### src/rtl/traffic_cfg_pkg.sv
// Shared types for the traffic timing configuration front end: FSM states, edit_sel codes, default width.
// Pure declarations: no latency, no backpressure.
package traffic_cfg_pkg;

  typedef enum logic [2:0] {
    ST_RUN,
    ST_EDIT_RED,
    ST_EDIT_YELLOW,
    ST_EDIT_GREEN,
    ST_COMMIT
  } cfg_state_e;

  localparam logic [1:0] SEL_NONE   = 2'b00;
  localparam logic [1:0] SEL_RED    = 2'b01;
  localparam logic [1:0] SEL_YELLOW = 2'b10;
  localparam logic [1:0] SEL_GREEN  = 2'b11;

  localparam int TIME_W_DEF = 8;

endpackage

### src/rtl/button_conditioner.sv
// Raw push-button to one-cycle press pulse: 2-flop sync, debounce, registered rise detect.
// Latency: pulse DEB_CYCLES+3 edges after first high sample; no backpressure (pulse is fire-and-forget).
module button_conditioner #(
  parameter int DEB_CYCLES = 4
) (
  input  logic clk,
  input  logic rst_n,
  input  logic btn,
  output logic press
);

  localparam int CW = $clog2(DEB_CYCLES + 1);

  logic          sync1, sync2;
  logic          level, level_q;
  logic [CW-1:0] cnt;

  always_ff @(posedge clk or negedge rst_n) begin
    if (!rst_n) begin
      sync1   <= 1'b0;
      sync2   <= 1'b0;
      level   <= 1'b0;
      level_q <= 1'b0;
      cnt     <= '0;
      press   <= 1'b0;
    end else begin
      sync1 <= btn;
      sync2 <= sync1;
      // The edge that would bring the count to DEB_CYCLES flips the level instead.
      if (sync2 == level) begin
        cnt <= '0;
      end else if (cnt == CW'(DEB_CYCLES - 1)) begin
        level <= ~level;
        cnt   <= '0;
      end else begin
        cnt <= cnt + 1'b1;
      end
      level_q <= level;
      press   <= level & ~level_q;
    end
  end

endmodule

### src/rtl/traffic_timing_config.sv
// Button-driven editor for red/yellow/green durations; shadows commit atomically (cfg_update pulse).
// Latency: outputs one cycle after COMMIT; no backpressure. Optional edit timeout: TTC_EDIT_TIMEOUT_EN.
module traffic_timing_config
  import traffic_cfg_pkg::*;
#(
  parameter int TIME_W     = TIME_W_DEF,
  parameter int DEB_CYCLES = 4,
  parameter int MIN_TIME   = 1,
  parameter int MAX_TIME   = 255,
  parameter int DEF_RED    = 5,
  parameter int DEF_YELLOW = 2,
  parameter int DEF_GREEN  = 3
`ifdef TTC_EDIT_TIMEOUT_EN
  , parameter int TIMEOUT_CYCLES = 1000
`endif
) (
  input  logic              clk,
  input  logic              rst_n,
  input  logic              btn_mode,
  input  logic              btn_up,
  input  logic              btn_down,
  input  logic              btn_save,
  output logic              config_mode,
  output logic [TIME_W-1:0] red_time,
  output logic [TIME_W-1:0] yellow_time,
  output logic [TIME_W-1:0] green_time,
  output logic [1:0]        edit_sel,
  output logic [TIME_W-1:0] edit_value,
  output logic              cfg_update
);

  localparam logic [TIME_W-1:0] MIN_V = TIME_W'(MIN_TIME);
  localparam logic [TIME_W-1:0] MAX_V = TIME_W'(MAX_TIME);

  logic p_mode, p_up, p_down, p_save;

  button_conditioner #(.DEB_CYCLES(DEB_CYCLES)) u_btn_mode (.clk(clk), .rst_n(rst_n), .btn(btn_mode), .press(p_mode));
  button_conditioner #(.DEB_CYCLES(DEB_CYCLES)) u_btn_up   (.clk(clk), .rst_n(rst_n), .btn(btn_up),   .press(p_up));
  button_conditioner #(.DEB_CYCLES(DEB_CYCLES)) u_btn_down (.clk(clk), .rst_n(rst_n), .btn(btn_down), .press(p_down));
  button_conditioner #(.DEB_CYCLES(DEB_CYCLES)) u_btn_save (.clk(clk), .rst_n(rst_n), .btn(btn_save), .press(p_save));

  function automatic logic [TIME_W-1:0] adjust(input logic [TIME_W-1:0] v,
                                               input logic inc, input logic dec);
    logic [TIME_W-1:0] r;
    r = v;
    if (inc && !dec && v < MAX_V)      r = v + 1'b1;
    else if (dec && !inc && v > MIN_V) r = v - 1'b1;
    return r;
  endfunction

  cfg_state_e        state, state_nx;
  logic [TIME_W-1:0] red_sh, yellow_sh, green_sh;
  logic [TIME_W-1:0] red_sh_nx, yellow_sh_nx, green_sh_nx;
  logic [1:0]        sel_nx;
  logic [TIME_W-1:0] value_nx;
  logic              editing;

  assign editing = (state == ST_EDIT_RED) || (state == ST_EDIT_YELLOW) || (state == ST_EDIT_GREEN);

`ifdef TTC_EDIT_TIMEOUT_EN
  localparam int IW = $clog2(TIMEOUT_CYCLES + 1);
  logic [IW-1:0] idle_cnt;
  logic          any_pulse, timeout;

  assign any_pulse = p_mode | p_up | p_down | p_save;
  assign timeout   = editing && !any_pulse && (idle_cnt == IW'(TIMEOUT_CYCLES));

  always_ff @(posedge clk or negedge rst_n) begin
    if (!rst_n)                 idle_cnt <= '0;
    else if (any_pulse || !editing) idle_cnt <= '0;
    else                        idle_cnt <= idle_cnt + 1'b1;
  end
`endif

  always_comb begin
    state_nx     = state;
    red_sh_nx    = red_sh;
    yellow_sh_nx = yellow_sh;
    green_sh_nx  = green_sh;
    case (state)
      ST_RUN: begin
        if (p_mode) begin
          state_nx     = ST_EDIT_RED;
          red_sh_nx    = red_time;
          yellow_sh_nx = yellow_time;
          green_sh_nx  = green_time;
        end
      end
      ST_EDIT_RED: begin
        red_sh_nx = adjust(red_sh, p_up, p_down);
        if (p_save)      state_nx = ST_COMMIT;
        else if (p_mode) state_nx = ST_EDIT_YELLOW;
      end
      ST_EDIT_YELLOW: begin
        yellow_sh_nx = adjust(yellow_sh, p_up, p_down);
        if (p_save)      state_nx = ST_COMMIT;
        else if (p_mode) state_nx = ST_EDIT_GREEN;
      end
      ST_EDIT_GREEN: begin
        green_sh_nx = adjust(green_sh, p_up, p_down);
        if (p_save)      state_nx = ST_COMMIT;
        else if (p_mode) state_nx = ST_EDIT_RED;
      end
      default: state_nx = ST_RUN;
    endcase
`ifdef TTC_EDIT_TIMEOUT_EN
    // Abandoned edit: drop the shadows back to the live values.
    if (timeout) begin
      state_nx     = ST_RUN;
      red_sh_nx    = red_time;
      yellow_sh_nx = yellow_time;
      green_sh_nx  = green_time;
    end
`endif
  end

  always_comb begin
    sel_nx   = SEL_NONE;
    value_nx = '0;
    case (state_nx)
      ST_EDIT_RED:    begin sel_nx = SEL_RED;    value_nx = red_sh_nx;    end
      ST_EDIT_YELLOW: begin sel_nx = SEL_YELLOW; value_nx = yellow_sh_nx; end
      ST_EDIT_GREEN:  begin sel_nx = SEL_GREEN;  value_nx = green_sh_nx;  end
      default:        begin sel_nx = SEL_NONE;   value_nx = '0;           end
    endcase
  end

  always_ff @(posedge clk or negedge rst_n) begin
    if (!rst_n) begin
      state       <= ST_RUN;
      red_time    <= TIME_W'(DEF_RED);
      yellow_time <= TIME_W'(DEF_YELLOW);
      green_time  <= TIME_W'(DEF_GREEN);
      red_sh      <= TIME_W'(DEF_RED);
      yellow_sh   <= TIME_W'(DEF_YELLOW);
      green_sh    <= TIME_W'(DEF_GREEN);
      config_mode <= 1'b0;
      edit_sel    <= SEL_NONE;
      edit_value  <= '0;
      cfg_update  <= 1'b0;
    end else begin
      state     <= state_nx;
      red_sh    <= red_sh_nx;
      yellow_sh <= yellow_sh_nx;
      green_sh  <= green_sh_nx;
      if (state == ST_COMMIT) begin
        red_time    <= red_sh;
        yellow_time <= yellow_sh;
        green_time  <= green_sh;
      end
      config_mode <= (state_nx != ST_RUN);
      cfg_update  <= (state_nx == ST_COMMIT);
      edit_sel    <= sel_nx;
      edit_value  <= value_nx;
    end
  end

endmodule

### config.mk
export PLATFORM = sky130hd
export DESIGN_NAME = traffic_timing_config
export DESIGN_NICKNAME = d
export VERILOG_FILES = /design/src/rtl/traffic_cfg_pkg.sv /design/src/rtl/button_conditioner.sv /design/src/rtl/traffic_timing_config.sv
export SDC_FILE = /design/constraint.sdc
export NUM_CORES = 1
export LEC_CHECK = 0
export BUFFER_PORTS_ARGS = -buffer_cell sky130_fd_sc_hd__buf_2
export CAP_MARGIN = 10
export CORE_MARGIN = 4
export CORE_UTILIZATION = 60
export CTS_CLUSTER_DIAMETER = 50
export DETAILED_ROUTE_END_ITERATION = 7
export GPL_TIMING_DRIVEN = 0
export PLACE_DENSITY_LB_ADDON = 0.2
export SYNTH_ARGS = -nofsm -noshare
export SYNTH_HDL_FRONTEND = slang
export SYNTH_SLANG_ARGS = --single-unit
### constraint.sdc
create_clock -name clk -period 7.2 [get_ports clk]
set_clock_uncertainty 0.1 [all_clocks]
set_input_delay 1.08 -clock clk [delete_from_list [all_inputs] [get_ports clk]]
set_output_delay 1.08 -clock clk [all_outputs]
set_load 0.02 [all_outputs]
# Yosys cells after proc, flatten, opt, wreduce, memory -nomap -nowiden
# Index checks and enable logic that the tools add are counted.
op_classes:
  muxes: 29
  div: 0
  shifts: 0
  n_mul: 0
  n_eq_ne: 16
  n_reduce_logical: 16
  addsub: 10
  n_lt_le_gt_ge: 6
  bitwise_logic: 16
op_table:
  columns: ["operator", "n"]
  rows:
  - ["$mux W8", 9]
  - ["$pmux W8 S2", 3]
  - ["$mux W3", 14]
  - ["$add A8 B1 Y8 const B", 3]
  - ["$eq A3 B2 Y1 const B", 8]
  - ["$gt A8 B1 Y1 const B", 3]
  - ["$lt A8 B8 Y1 const B", 3]
  - ["$pmux W8 S3", 1]
  - ["$sub A8 B1 Y8 const B", 3]
  - ["$add A3 B1 Y3 const B", 4]
  - ["$not A1 Y1", 12]
  - ["$pmux W3 S4", 1]
  - ["$logic_and A1 B1 Y1", 8]
  - ["$reduce_and A2 Y1", 4]
  - ["$eq A3 B1 Y1 const B", 2]
  - ["$eq A3 B3 Y1 const B", 2]
  - ["$pmux W2 S3", 1]
  - ["$and A1 B1 Y1", 4]
  - ["$eq A1 B1 Y1", 4]
  - ["$logic_not A3 Y1", 1]
  - ["$reduce_bool A3 Y1", 1]
  - ["$logic_not A1 Y1", 2]
totals:
  wordCells: 128
  romBits: 0
  in_bits: 6
  ff_bits: 95
  ramBits: 0
  latch_bits: 0
  memories: 0
  output_inout_bits: 36

# Depth between registers and ports, before layout
# Gate-level depths: netlist (run 1).
depth:
  ltp_word: 7
  depth_mapped: 8
  ltp_nobuf: 8

# By module
# From an unflattened synthesis (run 1), not the netlist that was laid out.
hier_totals:
  cells_unflattened: 517
  hier_area_um2: 5223.8
by_module_without_submodules:
  columns: ["module", "area_each_um2", "instances", "cells_per_inst"]
  rows:
  - ["traffic_timing_config", 4113.9, 1, 453]
  - ["button_conditioner at u_btn_down ...", 277.8, 3, 16]
  - ["button_conditioner at u_btn_mode", 276.5, 1, 16]

# Worst setup path before layout (run 1)
# OpenSTA, ideal clock, no wires.
synth_path:
  path_kind: "register -> register"
  from: "reg green_sh[5]"
  to: "reg edit_value[3]"
  t_required_ns: 6.974
  synth_period_minus_slack_ns: 2.685
  slack_ns: 4.515
  arrival_ns: 2.458
  stages_incl_launch_ff: 9
  path_cell_list: "dfrtp_1 > buf_6 > or4_1 > buf_2 > or4_4 > a2bb2oi_2 > xnor2_1 > a221o_1 > a221o_1"
synth_via:
  elab_chain_len: 6
  word_cells_on_any_way: 8
  cone_classes: "order compare (2); mux (4); reduce/logical (2)"
synth_lines:
  columns: ["item", "line_no", "rtl"]
  rows:
  - ["start: declaration", "traffic_timing_config.sv:52", "logic [TIME_W-1:0] red_sh, yellow_sh, green_sh;"]
  - ["start signal: assignment", "traffic_timing_config.sv:136", "green_sh <= TIME_W'(DEF_GREEN);"]
  - ["start signal: assignment", "traffic_timing_config.sv:145", "green_sh <= green_sh_nx;"]
  - ["$gt A8 B1 Y1", "traffic_timing_config.sv:47", "else if (dec && !inc && v > MIN_V) r = v - 1'b1;"]
  - ["$logic_and A1 B1 Y1", "traffic_timing_config.sv:47", null]
  - ["$mux W8", "traffic_timing_config.sv:47", null]
  - ["$mux W8 (*)", "traffic_timing_config.sv:46", "if (inc && !dec && v < MAX_V) r = v + 1'b1;"]
  - ["$pmux W8 S2 (*)", "traffic_timing_config.sv:80", "case (state)"]
  - ["net green_sh_nx[3]", "traffic_timing_config.sv:53", "logic [TIME_W-1:0] red_sh_nx, yellow_sh_nx, green_sh_nx;"]
  - ["$pmux W8 S3 (*)", "traffic_timing_config.sv:120", "case (state_nx)"]
  - ["net value_nx[3]", "traffic_timing_config.sv:55", "logic [TIME_W-1:0] value_nx;"]
  - ["end signal: assignment", "traffic_timing_config.sv:154", "edit_value <= value_nx;"]
  - ["end: declaration", "traffic_timing_config.sv:28", "output logic [TIME_W-1:0] edit_value,"]
# Mark *: on every way through the listed nets, which the timed path passes. The rest lies on a longest branch.
# A chain may end at the register's enable or synchronous reset.

# Final worst setup path (run 1)
layout_path:
  from: "reg state[1]"
  to: "reg red_time[1]"
layout_via:
  elab_chain_len: 1
layout_lines:
  columns: ["item", "line_no", "rtl"]
  rows:
  - ["start: declaration", "traffic_timing_config.sv:51", "cfg_state_e state, state_nx;"]
  - ["start signal: assignment", "traffic_timing_config.sv:142", "state <= state_nx;"]
  - ["$eq A3 B3 Y1", "traffic_timing_config.sv:146", "if (state == ST_COMMIT) begin"]
  - ["end signal: assignment", "traffic_timing_config.sv:131", "red_time <= TIME_W'(DEF_RED);"]
  - ["end signal: assignment", "traffic_timing_config.sv:147", "red_time <= red_sh;"]
  - ["end: declaration", "traffic_timing_config.sv:24", "output logic [TIME_W-1:0] red_time,"]
# Every way passes these cells.

==> results.py, run 1 <==
metrics = {
    "floorplan": {
        "num_rows": 33,
        "coreArea_um2": 8260,
        "dieArea_um2": 10000,
        "die_height_um": 100,
        "start_util": 0.618,
        "io_pins": 42,
        "fp.dieW_um": 100,
    },
    "detailed_routing": {
        "drtIter0Drc": 361,
        "vias_per_cell": 6.49,
        "first_pass_iters": 6,
        "vias": 4279,
        "wl_mm": 12.8,
        "wire_per_inst_um": 19.5,
        "ant_nets": 0,
        "drc_errors": 0,
    },
    "global_routing": {
        "grt_max_degree": 53,
        "grt_pass1_wl_mm": 20.6,
        "grt-ovfl-total": 0,
        "grt_pass1_vias": 4003,
        "antenna_found_initial": 0,
        "grt_use_total": 0.260,
    },
    "pwr": {
        "finalPower_mw": 2.74,
        "p_int_mw": 1.45,
        "switchingPower_mw": 1.29,
        "cellLeakagePower_nw": 2.56,
        "ir_drop_uv": 258,
        "p_per_area_nw_per_um2": 483,
        "seq_power_share": 0.334,
        "pwr-share-clk": 0.132,
        "combPwrFrac": 0.534,
        "p_sw_frac": 0.472,
    },
    "clocking": {
        "root_buffer": "clkbuf_8",
        "cts_hold_buffers": 0,
        "cts.htree.levels": 3,
        "cts.repair.resized": 0,
        "insertion_delay_ns": 0.37,
        "cts_tree": "done",
        "cts_max_path_buffers": 2,
        "cts_sinks": 95,
        "post_cts_buffers": 0,
        "cts_made_buffers": 9,
        "clk_pin_slew_ns": 0.11,
    },
    "place": {
        "dp_hpwl_mm": 9.33,
        "portBuffers": 41,
        "gp_congestion": 0.927,
        "place_ws_ns": 4.01,
    },
    "flow_run": {
        "cap_violations": 0,
    },
    "synthesis": {
        "syn_area_um2": 5100,
        "seq_area_frac_synth": 0.468,
        "yosysUniqueCellTypes": 74,
        "syn_inst": 496,
        "synth_top_cell_by_area": "dfrtp_1",
        "synthArstFlopShare": 1.00,
        "ys_top_cells_by_area": "dfrtp_1 42%, dfstp_2 5.1%, mux2_1 3.5%",
        "synth.avg_cell_area_um2": 10.3,
        "syn_nets": 515,
        "synth_top_area_frac": 0.417,
        "ys.flop_type": "dfrtp_1",
        "yosysWarnings": 0,
        "ys_ff_latch": 95,
        "synth-edff-count": 0,
    },
    "critical_path": {
        "crit_arrival_ns": 3.43,
        "cp-end-kind": "register",
        "reg2reg_setup_slack_ns": 3.94,
        "critPathKind": "register to register",
        "worst_setup_path_start_kind": "register",
        "slowest_delay_ns": 0.80,
        "crit_fanout": 10,
        "worstPathRequired_ns": 7.36,
        "crit_path_frequent_cell": "clkbuf_1",
        "slowest_stage": "nor3_1",
        "crit_chain": "clkbuf_1 > clkbuf_1 > clkbuf_1 > nor3_1 > clkbuf_1 > mux2_2",
        "ff2ff_path_depth": 6,
    },
    "sta": {
        "worstMarginPinSlew_ns": 1.02,
        "fin_crit_ns": 3.26,
        "rsz0062_at_grt": "false",
        "max_freq_mhz": 307,
        "drv_slew": 0,
        "setup_slack_ns": 3.94,
        "hold_violations": 0,
        "setup-violations-final": 0,
        "max_slew_margin": 0.320,
        "tns_ns": 0,
        "finalCritPeriodShare": 0.453,
    },
    "worst_hold_path": {
        "whs_path_depth": 0,
        "hold_path.class": "register to register",
    },
    "layout": {
        "areaGrowthSynthToFinish_pct": 11.3,
        "nets": 568,
        "antenna_cells": 0,
        "fill_cells": 659,
        "drive_above_1_share": 0.171,
    },
    "run_status": {
        "status": "complete, no violations",
    },
}
final timing paths:
check / startpoint / end
min in group asynchronous: rst_n / red_time[3]$_DFFE_PN0N_
max reg2reg: state[1]$_DFF_PN0_ / red_time[1]$_DFFE_PN0N_
max: state[1]$_DFF_PN0_ / red_time[1]$_DFFE_PN0N_
max in group asynchronous: rst_n / yellow_time[1]$_DFFE_PN1N_
min: u_btn_save.sync1$_DFF_PN0_ / u_btn_save.sync2$_DFF_PN0_
min reg2reg: u_btn_save.sync1$_DFF_PN0_ / u_btn_save.sync2$_DFF_PN0_
cell type report:
| class | instances | area, um2 | share of cell area |
|---|---|---|---|
| buffer | 35 | 146 | 0.0258 |
| multi-input combinational | 344 | 2480 | 0.438 |
| clock buffer | 9 | 124 | 0.0218 |
| tap | 105 | 131 | 0.0231 |
| timing repair buffer | 42 | 235 | 0.0414 |
| inverter | 22 | 82.6 | 0.0145 |
| sequential | 95 | 2390 | 0.421 |
| clock inverter | 7 | 83.8 | 0.0148 |
cell usage after synthesis (8+ instances only):
library cell and number:
mux2_1 16, clkbuf_1 30, ha_1 13, dfrtp_1 85, nand3_1 18, nand2_1 30
mux2_2 15, inv_1 22, o22ai_1 10, xnor2_1 11, nor2_1 17, a21oi_1 12
o21ai_0 13, a31oi_1 8, dfstp_2 10, nor2b_1 22, nor3_1 12
power by group through the flow:
stage                     clock network, mW  registers (mW)  logic (mW)
after floorplan                           0           0.969       0.955
after global placement                    0           0.913        1.41
after detailed placement                  0           0.921        1.43
after CTS                             0.366           0.911        1.44
after global routing                  0.392           0.941        1.58
final                                 0.362           0.915        1.46
state kept, by name (all words and copies together), names as in the netlist, 2 cells and up:
register and flops:
edit_value 8, green_sh 8, green_time 8, red_sh 8, red_time 8, yellow_sh 8
yellow_time 8, state 3, u_btn_down.cnt 3, u_btn_mode.cnt 3, u_btn_save.cnt 3, u_btn_up.cnt 3
edit_sel 2
layout by cell type (no fill, tap or decap), types with 15 or more instances in the layout:
cell type / Yosys / layout
mux2_2: 15 / 15
inv_1: 22 / 22
clkbuf_1: 30 / 30
dfrtp_1: 85 / 85
nand3_1: 18 / 18
nand2_1: 30 / 30
nor2_1: 17 / 17
nor2b_1: 22 / 22
mux2_1: 16 / 16
buf_2: 3 / 43
stage by stage:
stage | cells | hold slack [ns] | util | area, um2
after floorplan | 496 | 0.231 | - | 5100
after global placement | 642 | 0.232 | 0.659 | 5440
after detailed placement | 643 | 0.240 | 0.662 | 5470
after CTS | 659 | 0.261 | 0.687 | 5680
after global routing | 659 | 0.270 | 0.687 | 5680
final | 659 | 0.261 | 0.687 | 5680
routing by layer:
layer / global-route usage / vias up / part of all wire
li1: - / 1958 / -
met1: 0.366 / 2082 / 0.42
met2: 0.413 / 206 / 0.47
met3: 0.0431 / 33 / 0.076
met4: 0.0881 / 0 / 0.028
met5: 0 / - / 0
critical path: cells and delay by family (launching register included):
| kind | cells | cell delay, ns |
|---|---|---|
| buf+inv | 4 | 1.47 |
| flops | 1 | 0.37 |
| mux | 1 | 0.41 |
| simple gates | 1 | 0.80 |
cells by family after synthesis:
logic type | share of synthesized area
multiplexers | 0.0743
buffers and inverters | 0.0449
AO/OA/AOI/OAI | 0.184
flip-flops | 0.468
XOR/XNOR | 0.0189
adder cells (fa/ha/maj) | 0.0319
AND/OR/NAND/NOR | 0.178
Power figures use the tool's default switching activity.
==> run 2: changes to the inputs <==
--- a/config.mk
+++ b/config.mk
@@ -8,7 +8,7 @@
 export BUFFER_PORTS_ARGS = -buffer_cell sky130_fd_sc_hd__buf_2
 export CAP_MARGIN = 10
 export CORE_MARGIN = 4
-export CORE_UTILIZATION = 60
+export CORE_UTILIZATION = 54
 export CTS_CLUSTER_DIAMETER = 50
 export DETAILED_ROUTE_END_ITERATION = 7
 export GPL_TIMING_DRIVEN = 0
==> constraint.sdc (replaced) <==
create_clock -name clk -period 2.63 [get_ports clk]
set_clock_uncertainty 0.1 [all_clocks]
set_input_delay 0.3945 -clock clk [delete_from_list [all_inputs] [get_ports clk]]
set_output_delay 0.3945 -clock clk [all_outputs]
set_load 0.02 [all_outputs]
==> run 2 against run 1 <==
Compared with the run above: setup slack got worse by 3.9 ns; via count increased by 1.7%; utilization down 4.4 points; critical endpoint is now yellow_time[6]$_DFFE_PN0N_; largest cell class unchanged; highest routed layer unchanged.
==> results.py, run 2 (synthesized netlist as in run 1, its figures left out) <==
metrics = {
    "pwr": {
        "seq_power_share": 0.320,
        "pwr-share-clk": 0.135,
        "combPwrFrac": 0.546,
        "cellLeakagePower_nw": 2.66,
        "p_int_mw": 4.25,
        "ir_drop_uv": 726,
        "p_sw_frac": 0.464,
        "p_per_area_nw_per_um2": 1340,
        "switchingPower_mw": 3.68,
    },
    "detailed_routing": {
        "top_layer_used": "met4",
        "wl_mm": 13.3,
        "drtIter0Drc": 363,
        "vias_per_cell": 6.29,
        "first_pass_iters": 5,
        "wl_met2_mm": 6.36,
        "drc_errors": 0,
        "vias": 4353,
        "dr_wl_met3_um": 911,
        "ant_nets": 0,
        "met1_length_mm": 5.84,
        "wire_per_inst_um": 19.3,
    },
    "place": {
        "place_ws_ns": -0.588,
        "portBuffers": 41,
        "gp_congestion": 1.00,
        "dp_cells": 667,
        "dp_hpwl_mm": 9.14,
    },
    "worst_hold_path": {
        "hold_path.class": "input pin to register",
    },
    "layout": {
        "fin_cells": 692,
        "drive_above_1_share": 0.240,
        "areaGrowthSynthToFinish_pct": 16.4,
        "fill_cells": 759,
        "multi_input_area_um2": 2590,
        "antenna_cells": 0,
        "nets": 577,
        "regArea_um2": 2390,
        "mostFrequentLayoutCell": "dfrtp_1",
        "final_cell_mix": "81 x dfrtp_1, 40 x buf_2, 30 x nand2_1",
    },
    "sta": {
        "fin_crit_ns": 2.59,
        "rsz0062_at_grt": "true",
        "finalCritPeriodShare": 0.984,
        "worstMarginPinSlew_ns": 0.957,
        "drv_slew": 0,
        "setup-violations-final": 0,
        "max_freq_mhz": 386,
        "max_slew_margin": 0.361,
        "setup_slack_ns": 0.0421,
        "hold_violations": 0,
        "hold_ws_ns": 0.0121,
    },
    "floorplan": {
        "num_rows": 35,
        "coreArea_um2": 9240,
        "start_util": 0.552,
        "io_pins": 42,
        "fp.dieW_um": 105,
        "die_height_um": 105,
        "dieArea_um2": 11100,
    },
    "global_routing": {
        "grt_use_total": 0.243,
        "grt_max_degree": 61,
        "grt_pass1_wl_mm": 21.4,
        "grt-ovfl-total": 0,
        "antenna_found_initial": 0,
        "grt_pass1_vias": 4111,
    },
    "critical_path": {
        "crit_fanout": 10,
        "critPathKind": "register to register",
        "cp-end-kind": "register",
        "slowest_delay_ns": 0.51,
        "worst_setup_path_start_kind": "register",
        "worstPathRequired_ns": 2.79,
        "crit_chain": "clkbuf_2 > clkbuf_2 > nor3_2 > clkbuf_2 > mux2_2",
        "crit_arrival_ns": 2.75,
        "slowest_stage": "dfrtp_1",
        "crit_path_frequent_cell": "clkbuf_2",
    },
    "clocking": {
        "cts_made_buffers": 9,
        "insertion_delay_ns": 0.38,
        "cts_max_path_buffers": 2,
        "cts_tree": "done",
        "root_buffer": "clkbuf_8",
        "cts.htree.levels": 3,
        "clk_pin_slew_ns": 0.11,
        "cts_sinks": 95,
    },
    "run_status": {
        "status": "complete, no violations",
    },
    "flow_run": {
        "cap_violations": 0,
    },
}
-- run 2: changes by cell type in the layout (fill, tap and decap cells not counted), sizes merged --
cell	before	now
dlygate4sd3	0	2
buf	47	57
inv	26	25
clkinv	3	2
bufinv	0	1
clkbuf	39	36
clkinvlp	0	1
-- run 2: power by group through the flow --
| stage | logic (mW) | registers, mW | clock network [mW] |
|---|---|---|---|
| 6_report | 4.33 | 2.54 | 1.07 |
| 5_1_grt | 4.67 | 2.62 | 1.14 |
| 4_1_cts | 4.07 | 2.51 | 1.08 |
| 3_5_place_dp | 4.00 | 2.52 | 0 |
| 3_3_place_gp | 3.91 | 2.49 | 0 |
| 2_1_floorplan | 2.66 | 2.65 | 0 |
-- run 2: final cells by class --
| cell class | instances | share of cell area |
|---|---|---|
| inverters | 22 | 0.0139 |
| clock buffers | 9 | 0.0209 |
| well taps | 129 | 0.0272 |
| flip-flops and latches | 95 | 0.403 |
| clock inverters | 7 | 0.0171 |
| multi-input cells | 344 | 0.437 |
| repair buffers | 56 | 0.0581 |
| plain buffers | 30 | 0.0230 |
-- run 2: critical path, delay by kind of cell, from the launching register on --
kind	cells	cell delay, ns
buffers and inverters	3	0.97
multiplexers	1	0.38
flip-flops	1	0.51
AND/OR/NAND/NOR	1	0.51
-- run 2: worst paths after layout --
kind	endpoint	cells past startpoint	startpoint	slack [ns]
max in group asynchronous	yellow_sh[1]$_DFF_PN1_	3	rst_n	1.30
max	yellow_time[6]$_DFFE_PN0N_	5	state[1]$_DFF_PN0_	0.04
min in group asynchronous	red_time[3]$_DFFE_PN0N_	2	rst_n	0.41
min reg2reg	u_btn_down.sync2$_DFF_PN0_	0	u_btn_down.sync1$_DFF_PN0_	0.26
max reg2reg	yellow_time[6]$_DFFE_PN0N_	5	state[1]$_DFF_PN0_	0.04
min	u_btn_down.sync1$_DFF_PN0_	1	btn_down	0.01
-- run 2: timing repair --
| action | 4_1_cts | 5_1_grt |
|---|---|---|
| setup endpoints to repair | 34 | 27 |
| buffers inserted | 5 | 7 |
| hold buffers | 1 | 1 |
| endpoints found under the hold margin | 31 | 1 |
| pin swaps | 3 | 8 |
| gates resized for setup | 19 | 23 |
-- run 2: routing by layer --
layer | up-vias | global-route usage
li1 | 1980 | -
met1 | 2161 | 0.337
met2 | 186 | 0.393
met3 | 26 | 0.0358
met4 | 0 | 0.0759
met5 | - | 0
-- run 2: stage by stage --
stage | total power [mW] | area (um2) | util | TNS, ns
2_1_floorplan | 5.31 | 5110 | - | -0.0214
3_3_place_gp | 6.40 | 5480 | 0.593 | -13.38
3_5_place_dp | 6.52 | 5510 | 0.596 | -13.70
4_1_cts | 7.67 | 5810 | 0.629 | 0
5_1_grt | 8.43 | 5940 | 0.643 | -0.0866
6_report | 7.94 | 5940 | 0.643 | 0
